### src/rtl/acc_core.sv
// rtl/acc_core.sv - accumulator core: multi-cycle FSM with register file, external ALU, divider and memory
module acc_core #(
  parameter int          WIDTH    = 8,
  parameter int unsigned RESET_PC = 0
) (
  input  logic             clock,
  input  logic             reset,
  output logic [WIDTH-1:0] address,
  input  logic [WIDTH-1:0] from_mem,
  output logic [WIDTH-1:0] to_mem,
  output logic             mem_req,
  output logic             mem_write,
  input  logic             mem_ready,
  output logic [WIDTH-1:0] A,
  output logic [WIDTH-1:0] B,
  output logic [2:0]       S,
  input  logic [WIDTH-1:0] D,
  output logic [WIDTH-1:0] dA,
  output logic [WIDTH-1:0] dB,
  output logic             div_start,
  input  logic [WIDTH-1:0] Q,
  input  logic             div_complete,
  output logic             halted,
  output logic             illegal
);

  localparam logic [WIDTH-1:0] LP_RESET_PC = WIDTH'(RESET_PC);

  typedef enum logic [2:0] {S_FETCH, S_EXEC, S_MEM, S_DIV, S_HALT} state_t;

  state_t           r_state;
  logic [WIDTH-1:0] r_acc;
  logic [WIDTH-1:0] r_regs [0:7];
  logic [7:0]       r_ir;
  logic             r_run;
  logic             r_div_start;
  logic [WIDTH-1:0] r_da;
  logic [WIDTH-1:0] r_db;
  logic             r_illegal;

  state_t           w_state_nxt;
  logic [WIDTH-1:0] w_acc_nxt;
  logic [WIDTH-1:0] w_pc_nxt;
  logic [7:0]       w_ir_nxt;
  logic             w_rf_we;
  logic             w_enter_div;
  logic             w_illegal_nxt;
  logic [2:0]       w_idx;
  logic [WIDTH-1:0] w_off;

  assign w_idx     = r_ir[2:0];
  assign w_off     = {{(WIDTH-4){r_ir[3]}}, r_ir[3:0]};
  assign A         = r_acc;
  assign B         = r_regs[w_idx];
  assign S         = r_ir[5:3];
  assign dA        = r_da;
  assign dB        = r_db;
  assign div_start = r_div_start;
  assign halted    = (r_state == S_HALT);
  assign illegal   = r_illegal;

  always_comb begin
    w_state_nxt   = r_state;
    w_acc_nxt     = r_acc;
    w_pc_nxt      = r_regs[7];
    w_ir_nxt      = r_ir;
    w_rf_we       = 1'b0;
    w_enter_div   = 1'b0;
    w_illegal_nxt = r_illegal;
    mem_req       = 1'b0;
    mem_write     = 1'b0;
    address       = r_regs[7];
    to_mem        = '0;
    case (r_state)
      S_FETCH: begin
        // r_run keeps the first request off until the first edge after reset
        mem_req = r_run;
        if (r_run && mem_ready) begin
          w_ir_nxt    = from_mem[7:0];
          w_pc_nxt    = r_regs[7] + WIDTH'(1);
          w_state_nxt = S_EXEC;
        end
      end
      S_EXEC: begin
        w_state_nxt = S_FETCH;
        case (r_ir[7:4])
          4'b0000, 4'b0001, 4'b0010, 4'b0011: w_acc_nxt = D;
          4'b0100: w_pc_nxt = r_regs[7] + w_off;
          4'b0101: if (r_acc == '0) w_pc_nxt = r_regs[7] + w_off;
          4'b0110: if (!r_acc[WIDTH-1]) w_pc_nxt = r_regs[7] + w_off;
          4'b1001: begin
            w_state_nxt = S_DIV;
            w_enter_div = 1'b1;
          end
          4'b1010: w_state_nxt = S_HALT;
          4'b1100: w_acc_nxt = {r_acc[WIDTH-1:4], r_ir[3:0]};
          4'b1101: begin
            if (!r_ir[3])         w_acc_nxt = r_regs[w_idx];
            else if (w_idx == 3'd7) w_pc_nxt = r_acc;
            else                  w_rf_we   = 1'b1;
          end
          4'b1110: w_state_nxt = S_MEM;
          4'b1111: ;
          default: begin
            w_illegal_nxt = 1'b1;
            w_state_nxt   = S_HALT;
          end
        endcase
      end
      S_MEM: begin
        mem_req   = 1'b1;
        address   = r_regs[w_idx];
        mem_write = r_ir[3];
        to_mem    = r_ir[3] ? r_acc : '0;
        if (mem_ready) begin
          if (!r_ir[3]) w_acc_nxt = from_mem;
          w_state_nxt = S_FETCH;
        end
      end
      S_DIV: begin
        if (div_complete) begin
          w_acc_nxt   = Q;
          w_state_nxt = S_FETCH;
        end
      end
      default: ;
    endcase
  end

  always_ff @(posedge clock or posedge reset) begin
    if (reset) begin
      r_state     <= S_FETCH;
      r_acc       <= '0;
      for (int i = 0; i < 7; i++) r_regs[i] <= '0;
      r_regs[7]   <= LP_RESET_PC;
      r_ir        <= 8'hFF;
      r_run       <= 1'b0;
      r_div_start <= 1'b0;
      r_da        <= '0;
      r_db        <= '0;
      r_illegal   <= 1'b0;
    end else begin
      r_run       <= 1'b1;
      r_state     <= w_state_nxt;
      r_acc       <= w_acc_nxt;
      r_ir        <= w_ir_nxt;
      r_regs[7]   <= w_pc_nxt;
      if (w_rf_we) r_regs[w_idx] <= r_acc;
      r_div_start <= w_enter_div;
      if (w_enter_div) begin
        r_da <= r_acc;
        r_db <= r_regs[w_idx];
      end
      r_illegal   <= w_illegal_nxt;
    end
  end

endmodule

### config.mk
export PLATFORM = sky130hd
export DESIGN_NAME = acc_core
export DESIGN_NICKNAME = d
export VERILOG_FILES = /design/src/rtl/acc_core.sv
export SDC_FILE = /design/constraint.sdc
export NUM_CORES = 1
export LEC_CHECK = 0
export ABC_AREA = 0
export CAP_MARGIN = 5
export CORE_MARGIN = 5
export CORE_UTILIZATION = 36
export CTS_BUF_LIST = sky130_fd_sc_hd__clkbuf_16
export DETAILED_ROUTE_END_ITERATION = 7
export PLACE_DENSITY = 0.59
export SLEW_MARGIN = 20
export SYNTH_ARGS = -nofsm -noshare
export SYNTH_HDL_FRONTEND = slang
export SYNTH_SLANG_ARGS = --single-unit
### constraint.sdc
create_clock -name clock -period 3.85 [get_ports clock]
set_input_delay 0.77 -clock clock [delete_from_list [all_inputs] [get_ports clock]]
set_output_delay 0.77 -clock clock [all_outputs]
set_load 0.01 [all_outputs]
==> metrics.md, run 1 <==
| Metric | Value |
|---|---|
| Worst setup slack after placement | roughly 440 ps |
| Number of DRC markers in iteration 0 | roughly 380 |
| Critical Path Start Type | register |
| Slew margin rel. | 0.396 |
| Instance area after placement | slightly below 0.007 mm2 |
| Fraction of layout cells with a size suffix above 1 | 0.271 |
| Portion of the post-synthesis area used by sequential elements | 0.443 |
| Latest clock arrival within the worst-skew pair | between 300 and 400 ps |
| Area taken by multi-input logic gates | about 0.003 mm2 |
| Share of flip-flops with an asynchronous set or reset after synthesis | 1.00 |
| Post-CTS Resized | 0 |
| Critical Setup Path Class | reg2out |
| Core Region | around 0.016 mm2 |
| Overall via count from detail_route | between 4000 and 5000 |
| Cell at the root of the clock tree | sky130_fd_sc_hd__clkbuf_16 |
| Total power draw | 0.00501 W |
| First-pass GRT wire length | 27200 um |
| Area Overhead vs Synth | 22.8% |
| Hold Crit Class | reg2reg |
| Yosys top cell area share | 0.406 |
| CP Max Fanout | 20 |
| Setup TNS after final layout | 0 ps |
| GRT Resource Usage Total | 0.193 |
| Setup repair after global routing missed its margin | false |
| Clock tree sinks | 102 |
| Leading cell types by total area after synthesis | sky130_fd_sc_hd__dfrtp_1, sky130_fd_sc_hd__mux2_2, sky130_fd_sc_hd__dfstp_2, sky130_fd_sc_hd__mux2_4, sky130_fd_sc_hd__mux4_2 |
| Number of buffers inserted to repair setup after CTS | 0 |
| Dominant cell type by area after synthesis | sky130_fd_sc_hd__dfrtp_1 |
| Number of nets in the final layout | 596 |
| Run status | finished, final reports clean |
| Power density relative to cell area | between 700 and 800 mW/mm2 |
| Layout Cell Area excl Fill | 0.00710 mm2 |
| CP Data Required Time | 3080 ps |
| Final estimated routing congestion in global placement | between 0.9 and 1 |
| Wire length reported by the detailed router | 17300 um |
| Max Freq | between 200 and 300 MHz |
| Area of the die | about 0.019 mm2 |
| Initial antenna violation count | 0 |
| TritonCTS clock tree | yes |
| Effective utilization at floorplan | 0.366 |
| Total of flip-flops plus latches after synthesis | ~100 |
| Residual DRC count | 0 |
| Overall die width | between 100 and 150 um |
| I/O pin count | 84 |
| Placement row count | 46 |
| Count of cell types in the netlist | 74 |
| Number of filler cells placed in the layout | approximately 1500 |
| Number of iterations in the first detailed-routing pass | 5 |
| Maximum number of pins on one net before global-route repair | between 100 and 150 |
| Avg Cell Area, Syn | between 10 and 15 um2 |
| Number of buffers added by the clock tree synthesis step | 9 |
| Hold Violations, Final | 0 |
| Leak pwr | 3.16 nW |
| Final WS setup | around 180 ps |
| Count of flip-flops with a built-in enable after synthesis | 0 |
| Syn nets | 526 |
| H-tree depth | 3 |
| Hold buffer count at cts | 0 |
| Slew at the pin closest to its max-slew limit | 901 ps |
| Antenna Nets Post-Route | 0 |
| Buffers on Ports | 83 |
| Vias in the first global route | roughly 4600 |
| Capturing element type of the critical path | output pin |
| Clock period minus worst slack | ~3700 ps |
| Sequential cell area in the final layout | 0.00257 mm2 |
| Dominant register cell in the synthesized netlist | sky130_fd_sc_hd__dfrtp_1 |
| Gate Count Post-Synth | between 400 and 500 |
| Cell area after synthesis | about 0.0058 mm2 |
| Share of the clock period used by the worst path after layout | 0.954 |
| Congestion Overflow GR | 0 |
| Warnings, synthesis | 0 |
| Die span in y | between 100 and 150 um |
| Setup Viol. Count Final | 0 |
| Number of buffers on the longest clock path | 2 |
| Worst-case clock skew | just over 5 ps |
| Ant. Diodes | 0 |
| Per-cell via count in the routed design | around 5.7 |
| Number of violations of the max-capacitance limit | 0 |
| Max Slew Vio Count | 0 |
| Worst supply voltage drop on vdd | 0.340 mV |
| HPWL after DPL | 12300 um |
| Critical path data arrival time | 2900 ps |
| Clock-pin slew on the worst setup and hold paths | ~70 ps |
| Wire length per cell after detailed routing | ~22 um |
-- cell families after synthesis --
logic type                 Yosys count  share of synthesized area
buffers and inverters               48                     0.0417
and+or+nand+nor                    124                      0.132
DFF                                102                      0.443
other                                1                   0.000648
muxes                              111                      0.245
adders and majority gates            9                     0.0208
xor gates and xnor gates             7                     0.0106
AOI/OAI and AO/OA                   87                      0.107
-- layout make-up --
type / count / area share
Clock inverter: 7 / 0.0100
Timing Repair Buffer: 97 / 0.133
Tap cell: 216 / 0.0380
Multi-Input combinational cell: 339 / 0.420
Inverter: 10 / 0.00564
Sequential cell: 102 / 0.361
Clock buffer: 9 / 0.0317
-- cells in the mapped netlist (all sizes together) (14+ instances only) --
master  instances
a21oi          14
and3           18
buf            20
clkbuf         18
dfrtp          94
mux2           93
nand2          26
nor2           16
o21ai          16
-- through the flow --
step / util / instances / hold slack (ps)
finish: 0.449 / 780 / 481
detailed placement: 0.430 / 764 / 473
global placement: 0.430 / 764 / 450
global route: 0.449 / 780 / 509
floorplan: - / 489 / 458
CTS: 0.449 / 780 / 488
-- worst paths after layout --
check | start | to | slack, ps | depth (start not counted)
max | r_ir[2] | address[4] | 180 | 4
min | illegal | illegal | 480 | 1
max reg2reg | r_state[0] | r_regs[53] | 1090 | 6
min reg2reg | illegal | illegal | 480 | 1
max in group asynchronous | reset | r_ir[3] | 2540 | 3
min in group asynchronous | reset | dA[1] | 890 | 3
-- flip-flops by register name, summed over array words and instances (netlist names) --
name,flops
dB,8
r_ir,8
dA,8
r_regs,64
illegal,1
r_state,3
div_start,1
r_run,1
A,8
-- layout by cell type, fill, tap and decap left out, types with 3 or more instances in the layout --
master / synthesis / routed
sky130_fd_sc_hd__a22oi_1: 10 / 10
sky130_fd_sc_hd__dfrtp_1: 94 / 94
sky130_fd_sc_hd__o22ai_1: 4 / 4
sky130_fd_sc_hd__nor3_2: 3 / 3
sky130_fd_sc_hd__o221ai_1: 4 / 4
sky130_fd_sc_hd__clkbuf_16: 0 / 9
sky130_fd_sc_hd__mux4_1: 3 / 3
sky130_fd_sc_hd__a311oi_1: 4 / 4
sky130_fd_sc_hd__nor2_1: 13 / 13
sky130_fd_sc_hd__nand2b_1: 5 / 5
sky130_fd_sc_hd__a221o_1: 4 / 4
sky130_fd_sc_hd__and3_1: 18 / 18
sky130_fd_sc_hd__o21ai_0: 16 / 16
sky130_fd_sc_hd__nand2_1: 25 / 25
sky130_fd_sc_hd__ha_1: 8 / 8
sky130_fd_sc_hd__xnor2_1: 3 / 3
sky130_fd_sc_hd__dfstp_2: 8 / 7
sky130_fd_sc_hd__nor2b_1: 4 / 4
sky130_fd_sc_hd__and2_1: 5 / 5
sky130_fd_sc_hd__or3_1: 3 / 3
sky130_fd_sc_hd__a221oi_1: 3 / 3
sky130_fd_sc_hd__nor3_1: 6 / 6
sky130_fd_sc_hd__buf_4: 5 / 13
sky130_fd_sc_hd__mux2i_1: 8 / 8
sky130_fd_sc_hd__nand4_1: 3 / 3
sky130_fd_sc_hd__a22o_1: 3 / 3
sky130_fd_sc_hd__a21o_1: 3 / 3
sky130_fd_sc_hd__nand3_1: 7 / 7
sky130_fd_sc_hd__nor3b_1: 4 / 4
sky130_fd_sc_hd__clkdlybuf4s50_1: 0 / 83
sky130_fd_sc_hd__mux4_2: 7 / 7
sky130_fd_sc_hd__xor2_1: 4 / 4
sky130_fd_sc_hd__a21oi_1: 14 / 14
sky130_fd_sc_hd__o211ai_1: 4 / 4
sky130_fd_sc_hd__inv_1: 9 / 8
sky130_fd_sc_hd__nor4_1: 3 / 3
sky130_fd_sc_hd__nand3b_1: 4 / 4
sky130_fd_sc_hd__mux2_4: 14 / 14
sky130_fd_sc_hd__mux2_2: 77 / 77
-- power breakdown --
part	leakage (nW)	internal (W)	total, W	switching (W)
sequential	1.35	0.00136	0.00198	0.000621
clock	0.147	0.000508	0.000929	0.000421
combinational	1.66	0.00110	0.00211	0.00101
-- critical path, cell delays in order, from the launching register on --
cell	delay, ps
sky130_fd_sc_hd__dfstp_2	860
sky130_fd_sc_hd__mux4_2	550
sky130_fd_sc_hd__mux2_2	340
sky130_fd_sc_hd__mux2_2	290
sky130_fd_sc_hd__clkdlybuf4s50_1	480
-- layer usage --
| metal | part of all wire | wire length [um] | global-route usage |
|---|---|---|---|
| met2 | 0.48 | 8260 | 0.317 |
| met3 | 0.068 | 1180 | 0.0511 |
| met5 | 0 | 0 | 0 |
| met4 | 0.020 | 351 | 0.0543 |
| met1 | 0.44 | 7550 | 0.254 |
Note: power is estimated with default switching activity, not from simulation.
==> run 2, diff against run 1 <==
--- a/config.mk
+++ b/config.mk
@@ -11,6 +11,7 @@
 export CORE_UTILIZATION = 36
 export CTS_BUF_LIST = sky130_fd_sc_hd__clkbuf_16
 export DETAILED_ROUTE_END_ITERATION = 7
+export GPL_TIMING_DRIVEN = 0
 export PLACE_DENSITY = 0.59
 export SLEW_MARGIN = 20
 export SYNTH_ARGS = -nofsm -noshare
==> run 2 against run 1 <==
Clock power increased by 2.6%. Sequential share of layout area down 0.92 points. First-iteration DRC count fell by 18%. Global-route usage increased by 0.47 points. Largest cell class unchanged. Highest routed layer unchanged.
==> metrics.md, run 2 (same netlist as run 1, synthesis figures left out) <==
| Metric | Value |
|---|---|
| Fraction of layout cells with a size suffix above 1 | 0.280 |
| Critical path data arrival time | 2940 ps |
| H-tree depth | 3 |
| Leak pwr | ~3.2 nW |
| Most used cell along the critical path | sky130_fd_sc_hd__mux2_2 |
| Crit-path slowest cell | sky130_fd_sc_hd__dfstp_2 |
| Layout Cell Area excl Fill | around 0.0073 mm2 |
| Number of filler cells placed in the layout | ~1400 |
| Number of flip-flops under the largest register name | 64 |
| Hold Violations, Final | 0 |
| Hold Crit Class | reg2reg |
| Power density relative to cell area | ~700 mW/mm2 |
| Critical Path Start Type | register |
| Slew at the pin closest to its max-slew limit | 920 ps |
| Core Region | 0.0158 mm2 |
| Worst-case clock skew | ~6.6 ps |
| Latest clock arrival within the worst-skew pair | approximately 360 ps |
| Max Slew Vio Count | 0 |
| Hold buffer count at cts | 0 |
| Number of buffers added by the clock tree synthesis step | 9 |
| Congestion Overflow GR | 0 |
| Area of the die | between 0.015 and 0.02 mm2 |
| Clock power share | 0.184 |
| Largest Register | r_regs |
| Final estimated routing congestion in global placement | between 0.9 and 1 |
| Most common library cell in the layout ignoring fill and taps | sky130_fd_sc_hd__dfrtp_1 |
| CP Max Fanout | 10 |
| Clock tree sinks | around 100 |
| Reg-to-reg slack, setup | around 1200 ps |
| Number of nets in the final layout | 625 |
| Maximum number of pins on one net before global-route repair | 77 |
| Cell family with the largest share of critical-path delay | multiplexers |
| I/O pin count | 84 |
| Vias in the first global route | about 4700 |
| Area Overhead vs Synth | 25.8% |
| Number of iterations in the first detailed-routing pass | 7 |
| Clock-pin slew on the worst setup and hold paths | roughly 70 ps |
| Highest-count cells in the layout ignoring fill and taps | sky130_fd_sc_hd__dfrtp_1, sky130_fd_sc_hd__clkdlybuf4s50_1, sky130_fd_sc_hd__mux2_2 |
| Setup repair after global routing missed its margin | false |
| Fraction of power consumed by sequential logic | 0.323 |
| Part of the power in combinational logic | 0.492 |
| Overall via count from detail_route | 4518 |
| Internal power component | slightly above 0.003 W |
| Net Sw Power | 0.00215 W |
| CP Data Required Time | between 3000 and 4000 ps |
| Effective utilization at floorplan | 0.366 |
| Wire length reported by the detailed router | about 18000 um |
| Maximum cell stage delay along the critical path | roughly 630 ps |
| GRT Resource Usage Total | 0.198 |
| Final core area utilization | 0.460 |
| TritonCTS clock tree | yes |
| Buffers & Inverters on Critical Path | 2 |
| Clock period minus worst slack | around 3700 ps |
| Max Freq | approximately 270 MHz |
| Antenna Nets Post-Route | 0 |
| Run status | finished, final reports clean |
| Instance area after placement | 0.00692 mm2 |
| Die span in y | 137 um |
| Final WS setup | 136 ps |
| Number of DRC markers in iteration 0 | 314 |
| Share of the clock period used by the worst path after layout | 0.965 |
| Per-cell via count in the routed design | about 5.6 |
| Initial antenna violation count | 0 |
| Critical Setup Path Class | reg2out |
| Placement row count | 46 |
| Number of buffers on the longest clock path | 2 |
| Cell at the root of the clock tree | sky130_fd_sc_hd__clkbuf_16 |
| Wire length per cell after detailed routing | 22.5 um |
| HPWL after DPL | approximately 13000 um |
| Switching fraction of total power | 0.416 |
| Ant. Diodes | 0 |
| First-pass GRT wire length | 27500 um |
| Worst setup slack after placement | 159 ps |
| Number of violations of the max-capacitance limit | 0 |
| Residual DRC count | 0 |
| Overall die width | approximately 140 um |
| Cells along the critical path | buf_2, mux4_2, mux2_2, mux2_2, clkdlybuf4s50_1 |
| Slew margin rel. | 0.383 |
| Capturing element type of the critical path | output pin |
| Buffers on Ports | 83 |
| Worst supply voltage drop on vdd | ~0.32 mV |
| Setup Viol. Count Final | 0 |
run 2: cell types whose count changed in the layout (fill, tap and decap cells not counted), moves of 2 or more:
| cell | delta |
|---|---|
| sky130_fd_sc_hd__clkbuf_1 | +18 |
| sky130_fd_sc_hd__buf_2 | +10 |
| sky130_fd_sc_hd__buf_4 | -5 |
| sky130_fd_sc_hd__buf_6 | +4 |
| sky130_fd_sc_hd__clkinv_1 | -2 |
run 2: area by class of cell:
type	count	area, um2	share of cell area
Clock buffer	9	225	0.0309
Buffer	38	204	0.0280
Clock inverter	7	72.6	0.00997
Inverter	10	42.5	0.00584
Multi-Input combinational cell	339	3000	0.412
Timing Repair Buffer	88	901	0.124
Sequential cell	102	2560	0.352
Tap cell	216	270	0.0371
run 2: timing repair:
action | in CTS | in global routing
buffers inserted | 0 | 4
gates resized for setup | 1 | 2
setup endpoints to repair | 8 | 9
pin swaps | 0 | 1
run 2: final timing paths:
check | startpoint | to | depth (start not counted)
worst min-delay path | illegal | illegal | 1
worst max register to register | r_ir[3] | r_regs[42] | 4
max in group asynchronous | reset | r_ir[3] | 3
worst max-delay path | r_ir[1] | address[1] | 5
min in group asynchronous | reset | dA[1] | 2
worst min register to register | illegal | illegal | 1
run 2: worst register-to-register path: cells and delay by family, from the launching register on:
| family | cells | cell delay, ps |
|---|---|---|
| flops | 1 | 590 |
| buf+inv | 1 | 450 |
| simple gates | 2 | 1060 |
| mux | 1 | 420 |
run 2: routing by layer:
metal	part of all wire	GRT usage	wire length (um)	up-vias
li1	-	-	-	2031
met1	0.43	0.255	7900	2301
met2	0.49	0.332	8920	161
met3	0.054	0.0463	990	25
met4	0.020	0.0610	365	0
met5	0	0	0	-
run 2: power groups by stage:
stage                     Clock [W]  Sequential, W  Combinational (W)
after detailed placement          0        0.00168            0.00250
after floorplan                   0        0.00160            0.00153
final                      0.000953        0.00167            0.00254
after global routing        0.00102        0.00170            0.00275
after CTS                  0.000975        0.00166            0.00253
after global placement            0        0.00168            0.00246
run 2: per-stage QoR:
step | std cells | hold slack (ps) | TNS [ps] | total power, W
2_1_floorplan | 489 | 458 | 0 | 0.00313
3_3_place_gp | 788 | 451 | -113250 | 0.00414
3_5_place_dp | 789 | 456 | 0 | 0.00419
4_1_cts | 805 | 477 | 0 | 0.00516
5_1_grt | 809 | 491 | 0 | 0.00548
6_report | 809 | 474 | 0 | 0.00517
==> run 3, diff against run 2 <==
--- a/config.mk
+++ b/config.mk
@@ -7,6 +7,7 @@
 export LEC_CHECK = 0
 export ABC_AREA = 0
 export CAP_MARGIN = 5
+export CORE_ASPECT_RATIO = 0.6
 export CORE_MARGIN = 5
 export CORE_UTILIZATION = 36
 export CTS_BUF_LIST = sky130_fd_sc_hd__clkbuf_16
==> run 3 against run 2 <==
Flip-flop and latch count unchanged. Global-route usage increased by 0.64 points. Register-to-register slack got worse by 50 ps. Critical path depth is the same. Total power is 0.70% lower. Critical path type unchanged. Highest routed layer unchanged.
==> metrics.md, run 3 (same netlist as run 1, synthesis figures left out) <==
| Metric | Value |
|---|---|
| Setup repair after global routing missed its margin | false |
| Worst flop-to-flop path startpoint | r_ir[7] |
| Cells along the critical path | clkbuf_4, mux4_2, mux2_2, mux2_2, clkdlybuf4s50_1 |
| Number of iterations in the first detailed-routing pass | 4 |
| Max Slew Vio Count | 0 |
| Maximum number of pins on one net before global-route repair | between 50 and 60 |
| Critical path data arrival time | around 3000 ps |
| Area Overhead vs Synth | 24.6% |
| Total power draw | a little over 0.005 W |
| Hold Violations, Final | 0 |
| Antenna Nets Post-Route | 0 |
| Run status | finished, final reports clean |
| Leak pwr | ~3.2 nW |
| I/O pin count | 84 |
| Instance area after placement | a little under 0.007 mm2 |
| Worst supply voltage drop on vdd | about 0.29 mV |
| Setup TNS after final layout | 0 ps |
| Number of cells on the worst reg-to-reg path | 6 |
| Latest clock arrival within the worst-skew pair | 350 ps |
| Clock tree sinks | ~100 |
| Crit-path slowest cell | sky130_fd_sc_hd__dfstp_2 |
| Number of flip-flops under the largest register name | 64 |
| CP Data Required Time | ~3100 ps |
| Cell family with the largest share of critical-path delay | multiplexers |
| Power density relative to cell area | 711 mW/mm2 |
| Clock-pin slew on the worst setup and hold paths | 70 ps |
| Placement row count | 35 |
| Area of the die | around 0.019 mm2 |
| CP Max Fanout | 10 |
| Overall die width | 174 um |
| TritonCTS clock tree | yes |
| Number of nets in the final layout | roughly 620 |
| Congestion Overflow GR | 0 |
| Number of buffers on the longest clock path | 2 |
| Final WS setup | about 110 ps |
| Maximum cell stage delay along the critical path | around 680 ps |
| Number of violations of the max-capacitance limit | 0 |
| Hold Crit Class | reg2reg |
| Share of the clock period used by the worst path after layout | 0.971 |
| Critical Path Start Type | register |
| Number of buffers added by the clock tree synthesis step | 9 |
| Cell at the root of the clock tree | sky130_fd_sc_hd__clkbuf_16 |
| Setup Viol. Count Final | 0 |
| Final estimated routing congestion in global placement | around 0.94 |
| Slew margin rel. | 0.385 |
| Capturing element type of the critical path | output pin |
| Wire length per cell after detailed routing | ~24 um |
| Most common library cell in the layout ignoring fill and taps | sky130_fd_sc_hd__dfrtp_1 |
| Highest-count cells in the layout ignoring fill and taps | sky130_fd_sc_hd__dfrtp_1, sky130_fd_sc_hd__clkdlybuf4s50_1, sky130_fd_sc_hd__mux2_2 |
| Core Region | between 0.015 and 0.02 mm2 |
| Number of cells on the critical path | 5 |
| Buffers & Inverters on Critical Path | 2 |
| Residual DRC count | 0 |
| Reg-to-reg slack, setup | roughly 1200 ps |
| Buffers on Ports | 83 |
| Overall via count from detail_route | ~4500 |
| Vias in the first global route | ~4500 |
| Initial antenna violation count | 0 |
| Launch point of the worst path | r_ir[1] |
| Wire length reported by the detailed router | 19000 um |
| Critical Setup Path Class | reg2out |
| Clock period minus worst slack | around 3700 ps |
| Largest Register | r_regs |
| Final core area utilization | 0.464 |
| CP Capture Point | address[1] |
| Crit Reg-Reg Endpoint | r_regs[53] |
| Fraction of layout cells with a size suffix above 1 | 0.274 |
| Worst-case clock skew | roughly 9.4 ps |
| Number of DRC markers in iteration 0 | between 400 and 500 |
| Per-cell via count in the routed design | around 5.7 |
| Worst setup slack after placement | approximately 48 ps |
| H-tree depth | 3 |
| Max Freq | 267 MHz |
| HPWL after DPL | ~14000 um |
| First-pass GRT wire length | 28800 um |
| Layout Cell Area excl Fill | about 0.0072 mm2 |
| Slew at the pin closest to its max-slew limit | 900 ps |
| Effective utilization at floorplan | 0.372 |
| Die span in y | roughly 110 um |
| GRT Resource Usage Total | 0.204 |
| Ant. Diodes | 0 |
| Most used cell along the critical path | sky130_fd_sc_hd__mux2_2 |
[run 3: timing repair]
action | 4_1_cts | 5_1_grt
endpoints found under the setup margin | 9 | 2
buffers inserted | 1 | 1
gates cloned | 0 | 0
resized for setup | 2 | 1
hold buffers | 0 | 0
pin swaps | 1 | 1
[run 3: per-stage QoR]
step           cells  hold WS [ps]
4_1_cts          793           464
3_5_place_dp     776           447
3_3_place_gp     775           448
6_report         794           462
5_1_grt          794           494
2_1_floorplan    489           458
[run 3: worst min path at each step]
stage                from          to  cells past startpoint
3_3_place_gp      illegal     illegal                      1
4_1_cts           illegal     illegal                      1
6_report          illegal     illegal                      1
5_1_grt           illegal     illegal                      1
2_1_floorplan  r_regs[54]  r_regs[54]                      1
3_5_place_dp      illegal     illegal                      1
[run 3: report_power, final]
part / total (W) / leakage [nW] / switching [W] / internal (W)
registers: 0.00169 / 1.35 / 0.000336 / 0.00135
logic: 0.00257 / 1.73 / 0.00141 / 0.00116
clock network: 0.000869 / 0.135 / 0.000429 / 0.000441
[run 3: layer usage]
metal / part of all wire / GRT usage
met1: 0.49 / 0.303
met2: 0.40 / 0.277
met3: 0.10 / 0.0867
met4: 0.014 / 0.0407
met5: 0 / 0
[run 3: layout make-up]
cell class	count	area, um2
plain buffers	38	206
clock buffers	9	225
clock inverters	7	50.0
fillers	1407	8340
inverters	10	42.5
multi-input cells	339	3000
flip-flops and latches	102	2560
well taps	203	254
repair buffers	86	873
